File: src/rtl/mem_ctrl_pkg.sv
// mem_ctrl_pkg
//   Shared constants and helpers for the byte-serial memory controller:
//   load/store func3 encodings, RAM bus widths and the access-size decode.
package mem_ctrl_pkg;

  localparam logic [2:0] FUNC3_LB  = 3'b000;
  localparam logic [2:0] FUNC3_LH  = 3'b001;
  localparam logic [2:0] FUNC3_LW  = 3'b010;
  localparam logic [2:0] FUNC3_LBU = 3'b100;
  localparam logic [2:0] FUNC3_LHU = 3'b101;
  localparam logic [2:0] FUNC3_SB  = 3'b000;
  localparam logic [2:0] FUNC3_SH  = 3'b001;

  // Width of the RAM data bus and default RAM address bus.
  localparam int MEM_DATA_W = 8;
  localparam int RAM_ADDR_W = 32;

  // Number of bytes moved by an access; only func3[1:0] matters,
  // and any 1x code is a full word.
  function automatic logic [2:0] access_bytes(input logic [2:0] func3);
    logic [2:0] n;
    case (func3[1:0])
      FUNC3_SB[1:0]: n = 3'd1;
      FUNC3_SH[1:0]: n = 3'd2;
      default:       n = 3'd4;
    endcase
    return n;
  endfunction

endpackage

File: src/rtl/mem_load_ext.sv
// mem_load_ext
//   Combinational load-data extension. Takes the little-endian assembled
//   32-bit raw word and the load func3 and returns the sign- or
//   zero-extended result. Word (and any unlisted) codes pass through.
//   Ports:
//     i_raw   [31:0]  assembled bytes, lane 0 = lowest address
//     i_func3 [2:0]   load size/sign code
//     o_data  [31:0]  extended load data
module mem_load_ext
  import mem_ctrl_pkg::*;
(
  input  logic [31:0] i_raw,
  input  logic [2:0]  i_func3,
  output logic [31:0] o_data
);

  always_comb begin
    o_data = i_raw;
    case (i_func3)
      FUNC3_LB:  o_data = {{24{i_raw[7]}}, i_raw[7:0]};
      FUNC3_LBU: o_data = {24'd0, i_raw[7:0]};
      FUNC3_LH:  o_data = {{16{i_raw[15]}}, i_raw[15:0]};
      FUNC3_LHU: o_data = {16'd0, i_raw[15:0]};
      default:   o_data = i_raw;
    endcase
  end

endmodule

File: src/rtl/mem_ctrl.sv
// mem_ctrl
//   Byte-serial memory access controller. Serialises data loads/stores
//   (from stage_mem) and instruction fetches (from IF) onto one 8-bit
//   synchronous RAM port whose read data lags its address by one cycle.
//   Ports:
//     clk, rst                 clock, synchronous active-high reset
//     mem_req_i/we/func3/addr/wdata  data access request (held until done)
//     mem_done_o, mem_rdata_o  data completion pulse and extended load data
//     if_req_i, if_addr_i      fetch request (held until done)
//     if_done_o, if_inst_o     fetch completion pulse and fetched word
//     stall_req_o              pipeline freeze while a data access is pending
//     ram_addr_o/wr_o/dout_o   RAM address, write enable, write data
//     ram_din_i                RAM read data for the previous cycle's address
module mem_ctrl
  import mem_ctrl_pkg::*;
#(
  parameter int ADDR_W = RAM_ADDR_W  // must not exceed 32
)(
  input  logic                  clk,
  input  logic                  rst,
  input  logic                  mem_req_i,
  input  logic                  mem_we_i,
  input  logic [2:0]            mem_func3_i,
  input  logic [31:0]           mem_addr_i,
  input  logic [31:0]           mem_wdata_i,
  output logic                  mem_done_o,
  output logic [31:0]           mem_rdata_o,
  input  logic                  if_req_i,
  input  logic [31:0]           if_addr_i,
  output logic                  if_done_o,
  output logic [31:0]           if_inst_o,
  output logic                  stall_req_o,
  output logic [ADDR_W-1:0]     ram_addr_o,
  output logic                  ram_wr_o,
  output logic [MEM_DATA_W-1:0] ram_dout_o,
  input  logic [MEM_DATA_W-1:0] ram_din_i
);

  typedef enum logic [1:0] {ST_IDLE, ST_RD, ST_WR, ST_DONE} state_t;

  state_t            r_state, w_state_next;
  logic [2:0]        r_cnt, r_n, r_func3;
  logic              r_is_fetch;
  logic [31:0]       r_base, r_wdata, r_raw, r_rdata, r_inst;
  logic [ADDR_W-1:0] r_ram_addr;

  logic              w_acc_mem, w_acc_if;
  logic [31:0]       w_acc_addr, w_addr_next, w_raw_next, w_ext;
  logic [2:0]        w_cnt_inc;
  logic [1:0]        w_lane;

  assign w_acc_mem   = (r_state == ST_IDLE) & mem_req_i;
  assign w_acc_if    = (r_state == ST_IDLE) & ~mem_req_i & if_req_i;
  assign w_acc_addr  = w_acc_mem ? mem_addr_i : if_addr_i;
  assign w_cnt_inc   = r_cnt + 3'd1;
  assign w_addr_next = r_base + {29'd0, w_cnt_inc};
  // Read data arriving now belongs to the address issued last cycle,
  // i.e. byte lane cnt-1 (cnt=4 wraps to lane 3).
  assign w_lane      = r_cnt[1:0] - 2'd1;

  always_comb begin
    w_raw_next = r_raw;
    w_raw_next[{w_lane, 3'b000} +: 8] = ram_din_i;
  end

  mem_load_ext u_load_ext (
    .i_raw   (w_raw_next),
    .i_func3 (r_func3),
    .o_data  (w_ext)
  );

  always_ff @(posedge clk) begin
    if (rst) r_state <= ST_IDLE;
    else     r_state <= w_state_next;
  end

  always_comb begin
    w_state_next = r_state;
    case (r_state)
      ST_IDLE: begin
        if (mem_req_i)     w_state_next = mem_we_i ? ST_WR : ST_RD;
        else if (if_req_i) w_state_next = ST_RD;
      end
      // RD runs one extra count to collect the last lagging byte.
      ST_RD:   if (r_cnt == r_n)        w_state_next = ST_DONE;
      ST_WR:   if (r_cnt == r_n - 3'd1) w_state_next = ST_DONE;
      ST_DONE: w_state_next = ST_IDLE;
      default: w_state_next = ST_IDLE;
    endcase
  end

  // Control and output-visible registers.
  always_ff @(posedge clk) begin
    if (rst) begin
      r_cnt      <= '0;
      r_is_fetch <= 1'b0;
      r_ram_addr <= '0;
      r_rdata    <= '0;
      r_inst     <= '0;
    end else begin
      if (w_acc_mem | w_acc_if) begin
        r_cnt      <= '0;
        r_is_fetch <= w_acc_if;
        r_ram_addr <= w_acc_addr[ADDR_W-1:0];
      end else if (r_state == ST_RD || r_state == ST_WR) begin
        r_cnt <= w_cnt_inc;
        // Address is registered one count ahead; it freezes on the last byte.
        if (w_cnt_inc < r_n) r_ram_addr <= w_addr_next[ADDR_W-1:0];
      end
      if (r_state == ST_RD && r_cnt == r_n) begin
        if (r_is_fetch) r_inst  <= w_raw_next;
        else            r_rdata <= w_ext;
      end
    end
  end

  // Per-transaction data, meaningful only between accept and DONE.
  always_ff @(posedge clk) begin
    if (w_acc_mem | w_acc_if) begin
      r_base  <= w_acc_addr;
      r_n     <= w_acc_mem ? access_bytes(mem_func3_i) : 3'd4;
      r_func3 <= w_acc_mem ? mem_func3_i : FUNC3_LW;
      r_wdata <= mem_wdata_i;
      r_raw   <= '0;
    end else if (r_state == ST_RD && r_cnt != 3'd0) begin
      r_raw <= w_raw_next;
    end
  end

  // rst gates the strobes in the cycle it is asserted so an abort
  // takes effect before the next RAM edge.
  assign ram_wr_o    = (r_state == ST_WR) & ~rst;
  assign ram_dout_o  = (r_state == ST_WR) ? r_wdata[{r_cnt[1:0], 3'b000} +: 8] : '0;
  assign ram_addr_o  = r_ram_addr;
  assign mem_done_o  = (r_state == ST_DONE) & ~r_is_fetch & ~rst;
  assign if_done_o   = (r_state == ST_DONE) &  r_is_fetch & ~rst;
  assign mem_rdata_o = r_rdata;
  assign if_inst_o   = r_inst;
  assign stall_req_o = mem_req_i & ~mem_done_o;

endmodule
File: config.mk
export PLATFORM = sky130hd
export DESIGN_NAME = mem_ctrl
export DESIGN_NICKNAME = d
export VERILOG_FILES = /design/src/rtl/mem_ctrl_pkg.sv /design/src/rtl/mem_load_ext.sv /design/src/rtl/mem_ctrl.sv
export SDC_FILE = /design/constraint.sdc
export NUM_CORES = 1
export LEC_CHECK = 0
export ABC_AREA = 1
export BUFFER_PORTS_ARGS = -buffer_cell sky130_fd_sc_hd__buf_4
export CAP_MARGIN = 10
export CORE_MARGIN = 3
export CORE_UTILIZATION = 25
export DETAILED_ROUTE_END_ITERATION = 16
export PLACE_DENSITY = 0.44
export SKIP_LAST_GASP = 1
export SLEW_MARGIN = 20
export SYNTH_ARGS = -nofsm -noshare
export SYNTH_HDL_FRONTEND = slang
export SYNTH_SLANG_ARGS = --single-unit
File: constraint.sdc
create_clock -name clk -period 6.6 [get_ports clk]
set_input_delay 0.33 -clock clk [delete_from_list [all_inputs] [get_ports clk]]
set_output_delay 0.33 -clock clk [all_outputs]
set_load 0.02 [all_outputs]
==> impl_metrics.toml, run 1 <==
[sta]
hold_slack_ns = 0.06566
finalSetupTns_ns = 0
finalHoldViolations = 0
timing.final.crit_share = 0.5920
maxSlewHeadroom = 0.3320
drv_slew = 0
rsz0062_at_grt = "false"
finalClockSkew_ns = 0.01191
period_needed_ns = 3.907
setup_viol = 0
max_slew.worst_pin.slew_ns = 1.001
clock.fmax_mhz = 255.9

[power]
power.density_mw_per_mm2 = 397.1
power.total_mw = 5.230
leakagePower_nw = 6.117
peakVddDrop_mv = 0.2298

[detailed_routing]
wire_per_inst_um = 15.59
drt-initial-drc-count = 443
first_pass_iters = 5
drc = 0
detail_route.wirelength_um = 32640
final_antenna_net_count = 0
routed-via-count = 9207
vias_per_cell = 4.397

[grt]
grt-busiest-layer = "met2"
antenna_found_initial = 1
grt_max_degree = 75
grt_pass1_wl_um = 50460
grt-ovfl-total = 0
grt_pass1_vias = 8748
met1_usage = 0.2114
grt.total_usage = 0.1501
grtUsageMet3 = 0.03215
met2_usage = 0.2342

[floorplanning]
io_pins = 220
rows = 72
die_w_um = 206.8
core-area_sq_mm = 0.03928
initial_core_util = 0.2566
die_y_um = 206.8
die_area_sq_mm = 0.04276

[clock_network]
cts_root_buf = "clkbuf_16"
clock_sinks = 204
cts_max_level = 1
cts.clk_slew.worst_paths_ns = 0.06
post_cts_buffers = 0
tritoncts = "yes"
cts_max_path_buffers = 3
cts-buffers-inserted = 26
clock_latency_ns = 0.54

[synthesis]
syn_nets = 1465
synth_cell_types = 46
syn_area_sq_mm = 0.01008
yosysSeqAreaShare = 0.4747
post-synth-top-area-fraction = 0.2661
yosysWarnings = 0
ys.flop_type = "dfxtp_1"
syn_area_per_cell_sq_um = 7.556
synthArstFlopShare = 0
yosysTopAreaCell = "dfxtp_1"
synth_cells = 1334
synth_edf_count = 70
synth_area_leaders = "dfxtp_1, edfxtp_1, nand2_1"
ys_ff_latch = 204

[worst_setup_path]
cp_max_fo = 25
cp_num_buf_inv = 4
crit_family = "buffers and inverters"
cp_common_cell = "nand2_1"
max_stage_delay_ns = 0.96
required_ns = 7.06
crit_chain = "inv_1 > ha_1 > ha_1 > inv_1 > o21bai_1 > nand2_1 > nand3_1 > buf_4 > nand2_1 > inv_1 > nand2_1 > nand2_1 > nor2_1 > nor2_1"
crit_path_end_kind = "flop"
cp_slowest_cell = "dfxtp_1"
arrival_ns = 4.37
criticalPathCategory = "reg -> reg"
cp-start-kind = "flop"

[placed_design]
dp.final_hpwl_um = 22920
place.gp.congestion = 0.8224
portBuffers = 219
place_inst = 2018

[finish]
antenna_cells = 0
mostFrequentLayoutCell = "nand2_1"
final_nets = 1691
layout-drive-gt1-share = 0.1999
mostFrequentLayoutCells = "nand2_1, buf_4, nor2_1"
finalNonFillerCells = 2094
area_delta_synth_final_pct = 30.66

[hold_path]
hold_path_class = "in -> reg"

[flow_run]
cap_violations = 0

[status]
outcome = "complete, no violations"
==> final timing paths <==
path,startpoint,end,slack (ns),cells after the start
max,r_cnt[0],ram_addr_o[4],2.69,14
min,mem_func3_i[1],r_n[2],0.07,2
max reg2reg,r_cnt[0],ram_addr_o[4],2.69,14
min reg2reg,if_inst_o[22],if_inst_o[22],0.46,2
==> cell families after synthesis <==
logic type / synth area share
DFF: 0.4747
xor gates and xnor gates: 0.01043
and+or+nand+nor: 0.2865
buffers and inverters: 0.08466
adders and majority gates: 0.02433
AOI/OAI and AO/OA: 0.1194
==> sequential cells by signal (all words and copies together) (netlist names) <==
register,count
r_is_fetch,1
r_func3,3
ram_addr_o,32
if_inst_o,32
r_cnt,3
r_n,3
mem_rdata_o,32
r_raw,32
r_base,32
r_wdata,32
r_state,2
==> final cells by class <==
cell class	count	area, sq um
Clock buffer	34	711.9
Timing Repair Buffer	259	2024
Sequential cell	204	4785
Fill cell	4225	26110
Tap cell	518	648.1
Multi-Input combinational cell	935	4442
Clock inverter	10	50.05
Inverter	134	509.2
==> power breakdown <==
part | internal (mW) | switching [mW]
Combinational | 0.652 | 1.39
Clock | 0.750 | 0.545
Sequential | 1.68 | 0.209
==> cell usage after synthesis, types with 2 or more instances <==
library cell,count
nand2_1,463
nor2_1,142
dfxtp_1,134
inv_1,125
a21oi_1,85
edfxtp_1,70
nand3_1,43
o21ai_0,42
o211ai_1,31
o22ai_1,30
buf_2,27
clkbuf_1,22
nor2_2,22
ha_1,18
nand3b_1,12
xor2_1,8
buf_6,7
inv_2,6
buf_4,4
nand2_2,4
o21ai_1,4
xnor2_1,4
o21bai_1,3
or2_2,3
nand2_4,2
nor2_4,2
o21ai_4,2
==> through the flow <==
stage          instance area [sq um]  worst slack [ns]    util
6_report                       13170             2.693  0.3353
5_1_grt                        13170             2.271  0.3353
4_1_cts                        13170             2.598  0.3353
3_5_place_dp                   12090             2.612  0.3078
3_3_place_gp                   12090             2.689  0.3078
2_1_floorplan                  10080             3.892       -
==> worst reg2reg max path, delay by kind of cell (launching register included) <==
family,cells,cell delay [ns]
buffers and inverters,4,1.28
DFF,1,0.96
and+or+nand+nor,7,0.57
adders and majority gates,2,0.93
AOI/OAI and AO/OA,1,0.11
==> timing repair <==
item	CTS	global route
resized for setup	0	0
hold endpoints to repair	32	0
hold buffers	32	0
==> metal layers <==
layer	share of wire	wire length [um]	vias up
met5	0.00021	7	-
met4	0.025	822	2
met3	0.063	2068	47
met2	0.44	14250	238
met1	0.47	15480	4198
li1	-	-	4722
(Power assumes the default switching activity.)
==> run 2, diff against run 1 <==
clock period = 3.97 ns   (was 6.6 ns; I/O delays follow)
==> run 2 against run 1 <==
Compared with the run above:
- clock power increased by 72%
- sequential share of layout area decreased by 1.6 points
- non-clock buffer count increased by 57
- critical path type unchanged
- highest routed layer is now met4
==> impl_metrics.toml, run 2 (synthesis gave the netlist of run 1 again) <==
[grt]
antenna_found_initial = 1
grt_max_degree = 75
grt.total_usage = 0.1490
grt_pass1_vias = 8879
grt-ovfl-total = 0
grt_pass1_wl_um = 50300

[worst_setup_path]
arrival_ns = 3.28
crit_path_end_kind = "flop"
required_ns = 4.36
max_stage_delay_ns = 0.48
cp_max_fo = 14
criticalPathCategory = "reg -> reg"
crit_chain = "inv_2 > ha_1 > ha_1 > inv_1 > o21bai_1 > nand2_1 > nand3_1 > buf_4 > nand3_1 > nand2_1 > a21oi_1 > nor2_1"
cp-start-kind = "flop"
crit_family = "simple AND/OR/NAND/NOR gates"
cp_slowest_cell = "nand3_1"
r2r_slack_ns = 1.08
cp_num_buf_inv = 3

[clock_network]
cts-buffers-inserted = 25
ctsResizeCount = 0
cts_max_level = 1
cts_hold_buf = 86
cts.clk_slew.worst_paths_ns = 0.06
cts_root_buf = "clkbuf_16"
post_cts_buffers = 0
clock_sinks = 204
clock_latency_ns = 0.54
tritoncts = "yes"
cts_max_path_buffers = 3

[finish]
fillers = 4240
seq_area_sq_mm = 0.004785
final_nets = 1747
mostFrequentLayoutCell = "nand2_1"
multi_input_area_sq_mm = 0.004442
finish.instance_area_sq_mm = 0.01377
finalNonFillerCells = 2154
mostFrequentLayoutCells = "nand2_1, buf_4, nor2_1"
area_delta_synth_final_pct = 36.66
layout-drive-gt1-share = 0.1957

[sta]
setup_viol = 0
finalClockSkew_ns = 0.01333
period_needed_ns = 2.888
maxSlewHeadroom = 0.3282
finalHoldViolations = 0
finalSetupTns_ns = 0
clock.fmax_mhz = 346.3
finalWorstSetupSlack_ns = 1.082
drv_slew = 0
max_slew.worst_pin.slew_ns = 1.006
hold_slack_ns = 0.007687
rsz0062_at_grt = "false"
timing.final.crit_share = 0.7274

[power]
leakagePower_nw = 6.382
power.density_mw_per_mm2 = 647.8
peakVddDrop_mv = 0.4673

[placed_design]
portBuffers = 219
place_ws_ns = 1.071
dp.final_hpwl_um = 22710
place_area_sq_mm = 0.01211
place.gp.congestion = 0.8066
place_inst = 2021

[floorplanning]
die_area_sq_mm = 0.04276
rows = 72
die_w_um = 206.8
initial_core_util = 0.2566
io_pins = 220
die_y_um = 206.8
core-area_sq_mm = 0.03928

[detailed_routing]
wire_per_inst_um = 15.19
vias_per_cell = 4.324
detail_route.wirelength_um = 32720
drc = 0
drt-initial-drc-count = 436
routed-via-count = 9313
final_antenna_net_count = 0
first_pass_iters = 5

[status]
outcome = "complete, no violations"

[flow_run]
cap_violations = 0

[hold_path]
hold_path_class = "in -> reg"
run 2: cell count changes in the layout (fill, tap and decap cells not counted), sizes merged:
cell and delta:
dlygate4sd3 +54, inv +1, diode +1, clkinvlp -1, clkbuf +6, clkinv -4
buf +3
run 2: worst paths after layout:
check / cells after the start / startpoint / to
setup / recovery: 12 / r_cnt[1] / ram_addr_o[10]
hold / removal: 3 / mem_addr_i[12] / r_base[12]
setup reg to reg: 12 / r_cnt[1] / ram_addr_o[10]
hold reg to reg: 2 / if_inst_o[5] / if_inst_o[5]
run 2: final cells by class:
| type | instances | share of cell area |
|---|---|---|
| Multi-Input combinational cell | 935 | 0.3225 |
| Antenna cell | 1 | 0.0001817 |
| Timing Repair Buffer | 316 | 0.1878 |
| Inverter | 134 | 0.03697 |
| Tap cell | 518 | 0.04705 |
| Clock buffer | 40 | 0.05459 |
| Sequential cell | 204 | 0.3474 |
| Clock inverter | 6 | 0.003543 |
run 2: worst min-delay path, delay by kind of cell:
family                 cells  cell delay [ns]
buffers and inverters      1             0.07
AND/OR/NAND/NOR            2             0.14
run 2: metal layers:
metal | global-route usage | part of all wire
met5 | 0 | 0
met4 | 0.03106 | 0.019
met3 | 0.02697 | 0.055
met2 | 0.2369 | 0.44
met1 | 0.2128 | 0.49
run 2: report_power, final:
group          switching [mW]  total [mW]  internal (mW)
Clock                   0.923        2.23           1.30
Sequential              0.313        3.11           2.79
Combinational            2.36        3.59           1.23
Total                    3.60        8.92           5.32
run 2: through the flow:
step	power [mW]	util
global placement	6.609	0.3083
CTS	9.083	0.3506
floorplan	5.406	-
global route	9.627	0.3506
detailed placement	6.626	0.3083
finish	8.923	0.3507
==> run 3, diff against run 2 <==
ABC_AREA = 0   (was 1)
PLACE_DENSITY = 0.46   (was 0.44)
clock period = 2.6 ns   (was 3.97 ns; I/O delays follow)
==> run 3 against run 2 <==
Compared with the run above:
- die area is 8.4% lower
- clock power up 50%
- power rose by 45%
- fmax rose by 17%
- synthesized cell count fell by 33%
- sequential power grew 49%
- combinational power increased by 38%
==> impl_metrics.toml, run 3 <==
[synthesis]
synth_edf_count = 70
yosysTopAreaCell = "dfxtp_1"
synthArstFlopShare = 0
syn_area_sq_mm = 0.009208
synth_cells = 889
synth_common_cells = "dfxtp_1, nor2_1, a211oi_1, edfxtp_1"
synth_area_leaders = "dfxtp_1, edfxtp_1, a211oi_1"
syn_nets = 1020
ys_ff_latch = 204
synth_cell_types = 53
syn_area_per_cell_sq_um = 10.36
synth_most_common_cell = "dfxtp_1"
ys.flop_type = "dfxtp_1"
post-synth-top-area-fraction = 0.2913
yosysSeqAreaShare = 0.5196
yosysWarnings = 0

[detailed_routing]
first_pass_iters = 4
final_antenna_net_count = 0
detail_route.wirelength_um = 29600
vias_per_cell = 4.613
routed-via-count = 7842
wire_per_inst_um = 17.41
drt-initial-drc-count = 417
drc = 0

[worst_setup_path]
cp_max_fo = 6
crit_path_end_kind = "flop"
cp_slowest_cell = "fa_1"
cp-start-kind = "flop"
r2r_slack_ns = 0.13
cp_num_buf_inv = 4
criticalPathCategory = "reg -> reg"
r2r_end = "ram_addr_o[28]"
cp_common_cell = "inv_1"
crit_family = "adder cells"
arrival_ns = 2.88
max_stage_delay_ns = 0.43
regToRegStartpoint = "r_cnt[0]"
required_ns = 3.01
crit_chain = "inv_1 > ha_4 > inv_1 > fa_1 > nand2b_1 > a21oi_2 > buf_4 > buf_12 > nand4_1 > xnor2_1 > a22o_1"
reg2reg_depth = 11

[power]
power_frac_comb = 0.384
p_seq_frac = 0.358
switchingPower_mw = 4.583
peakVddDrop_mv = 0.5869
leakagePower_nw = 5.202
power.density_mw_per_mm2 = 961.5
clock_power_share = 0.258
swShare = 0.3545
p_int_mw = 8.346

[clock_network]
clock_sinks = 204
cts-buffers-inserted = 25
cts_max_path_buffers = 3
cts.clk_slew.worst_paths_ns = 0.06
cts_root_buf = "clkbuf_16"
clock_latency_ns = 0.53
tritoncts = "yes"
cts_max_level = 1

[floorplanning]
die_y_um = 197.9
die_w_um = 197.9
core-area_sq_mm = 0.03591
rows = 69
die_area_sq_mm = 0.03917
io_pins = 220
initial_core_util = 0.2564

[finish]
area_delta_synth_final_pct = 46.05
final_nets = 1353
layout-drive-gt1-share = 0.2924
finish.instance_area_sq_mm = 0.01345
mostFrequentLayoutCells = "buf_4, dfxtp_1, dlygate4sd3_1"
finalNonFillerCells = 1700
mostFrequentLayoutCell = "buf_4"

[grt]
grt_pass1_wl_um = 46020
grt-ovfl-total = 0
grt_pass1_vias = 7928
grt.total_usage = 0.1478
grt_max_degree = 87
antenna_found_initial = 1

[hold_path]
min_path_cells = 4
holdCritStartpoint = "mem_addr_i[1]"
hold_path_class = "in -> reg"
min_to = "ram_addr_o[1]"

[placed_design]
place.gp.congestion = 0.7630
place_area_sq_mm = 0.01161
dp.final_hpwl_um = 19990
place_inst = 1552
portBuffers = 219

[sta]
timing.final.crit_share = 0.9505
clock.fmax_mhz = 404.7
finalClockSkew_ns = 0.01029
finalSetupTns_ns = 0
hold_slack_ns = 0.03534
period_needed_ns = 2.471
maxSlewHeadroom = 0.2810
setup_viol = 0
max_slew.worst_pin.slew_ns = 1.075
finalHoldViolations = 0
drv_slew = 0

[flow_run]
cap_violations = 0

[status]
outcome = "complete, no violations"
run 3: cell types whose count changed in the layout (fill, tap and decap cells not counted), sizes merged, moves of 25 or more:
cell,change
nand2,-418
nor2,-73
nand3,-28
o22ai,-31
a21oi,-25
nor2b,+36
o211ai,-29
mux2,+32
buf,+30
inv,-113
nand2b,+26
a211oi,+77
run 3: worst max path at each step:
stage / start / endpoint / slack [ns] / depth (start not counted)
6_report: r_cnt[0] / ram_addr_o[28] / 0.13 / 11
5_1_grt: r_cnt[0] / ram_addr_o[28] / -0.0001 / 11
4_1_cts: r_cnt[0] / ram_addr_o[18] / 0.09 / 10
3_5_place_dp: r_cnt[0] / ram_addr_o[18] / 0.11 / 10
3_3_place_gp: r_cnt[0] / ram_addr_o[18] / 0.16 / 10
2_1_floorplan: r_cnt[0] / ram_addr_o[24] / 0.001 / 11
run 3: metrics by stage:
step	setup slack, ns	util	total power, mW
floorplan	0.0009655	-	7.525
global placement	0.1578	0.3233	9.434
detailed placement	0.1080	0.3233	9.458
CTS	0.09128	0.3731	13.13
global route	-0.0001301	0.3744	13.78
finish	0.1288	0.3744	12.93
run 3: cell families (layout without fill, tap and decap cells):
| family | count (synthesis) | after routing | share of synthesized area |
|---|---|---|---|
| fa+ha+maj | 19 | 19 | 0.02663 |
| compound gates | 232 | 232 | 0.1688 |
| other cells | 0 | 1 | 0 |
| flops | 204 | 204 | 0.5196 |
| mux | 43 | 43 | 0.06197 |
| xor+xnor | 34 | 34 | 0.03384 |
| simple gates | 281 | 281 | 0.1548 |
| buf+inv | 76 | 425 | 0.03438 |
run 3: power by group through the flow:
stage	clock network (mW)	registers, mW	logic, mW
floorplan	0	4.91	2.62
global placement	0	4.68	4.75
detailed placement	0	4.69	4.76
CTS	3.45	4.64	5.03
global route	3.61	4.73	5.44
finish	3.34	4.63	4.96
run 3: area by class of cell:
type	count	area [sq um]
diodes	1	2.502
inverters	20	77.57
well taps	461	576.8
clock inverters	10	102.6
clock buffers	33	665.6
fillers	3640	22470
repair buffers	362	3073
flip-flops and latches	204	4790
multi-input cells	609	4160
run 3: routing by layer:
metal  wire length [um]  global-route usage  up-vias  part of all wire
met5                  0                   0        -                 0
met4                874             0.04273        0             0.030
met3               1624             0.02808       46             0.055
met2              13430              0.2393      224              0.45
met1              13660              0.2018     3689              0.46
li1                   -                   -     3883                 -
run 3: tightest hold or removal path: stages:
cell	delay, ns
buf_4	0.08
mux2_2	0.16
nand2_1	0.06
a21oi_1	0.10
run 3: repair_timing:
| action | in CTS | in global routing |
|---|---|---|
| setup endpoints to repair | 0 | 3 |
| resized for setup | 0 | 3 |
| buffers inserted | 0 | 2 |
| hold buffers | 102 | 0 |
| endpoints found under the hold margin | 89 | 0 |
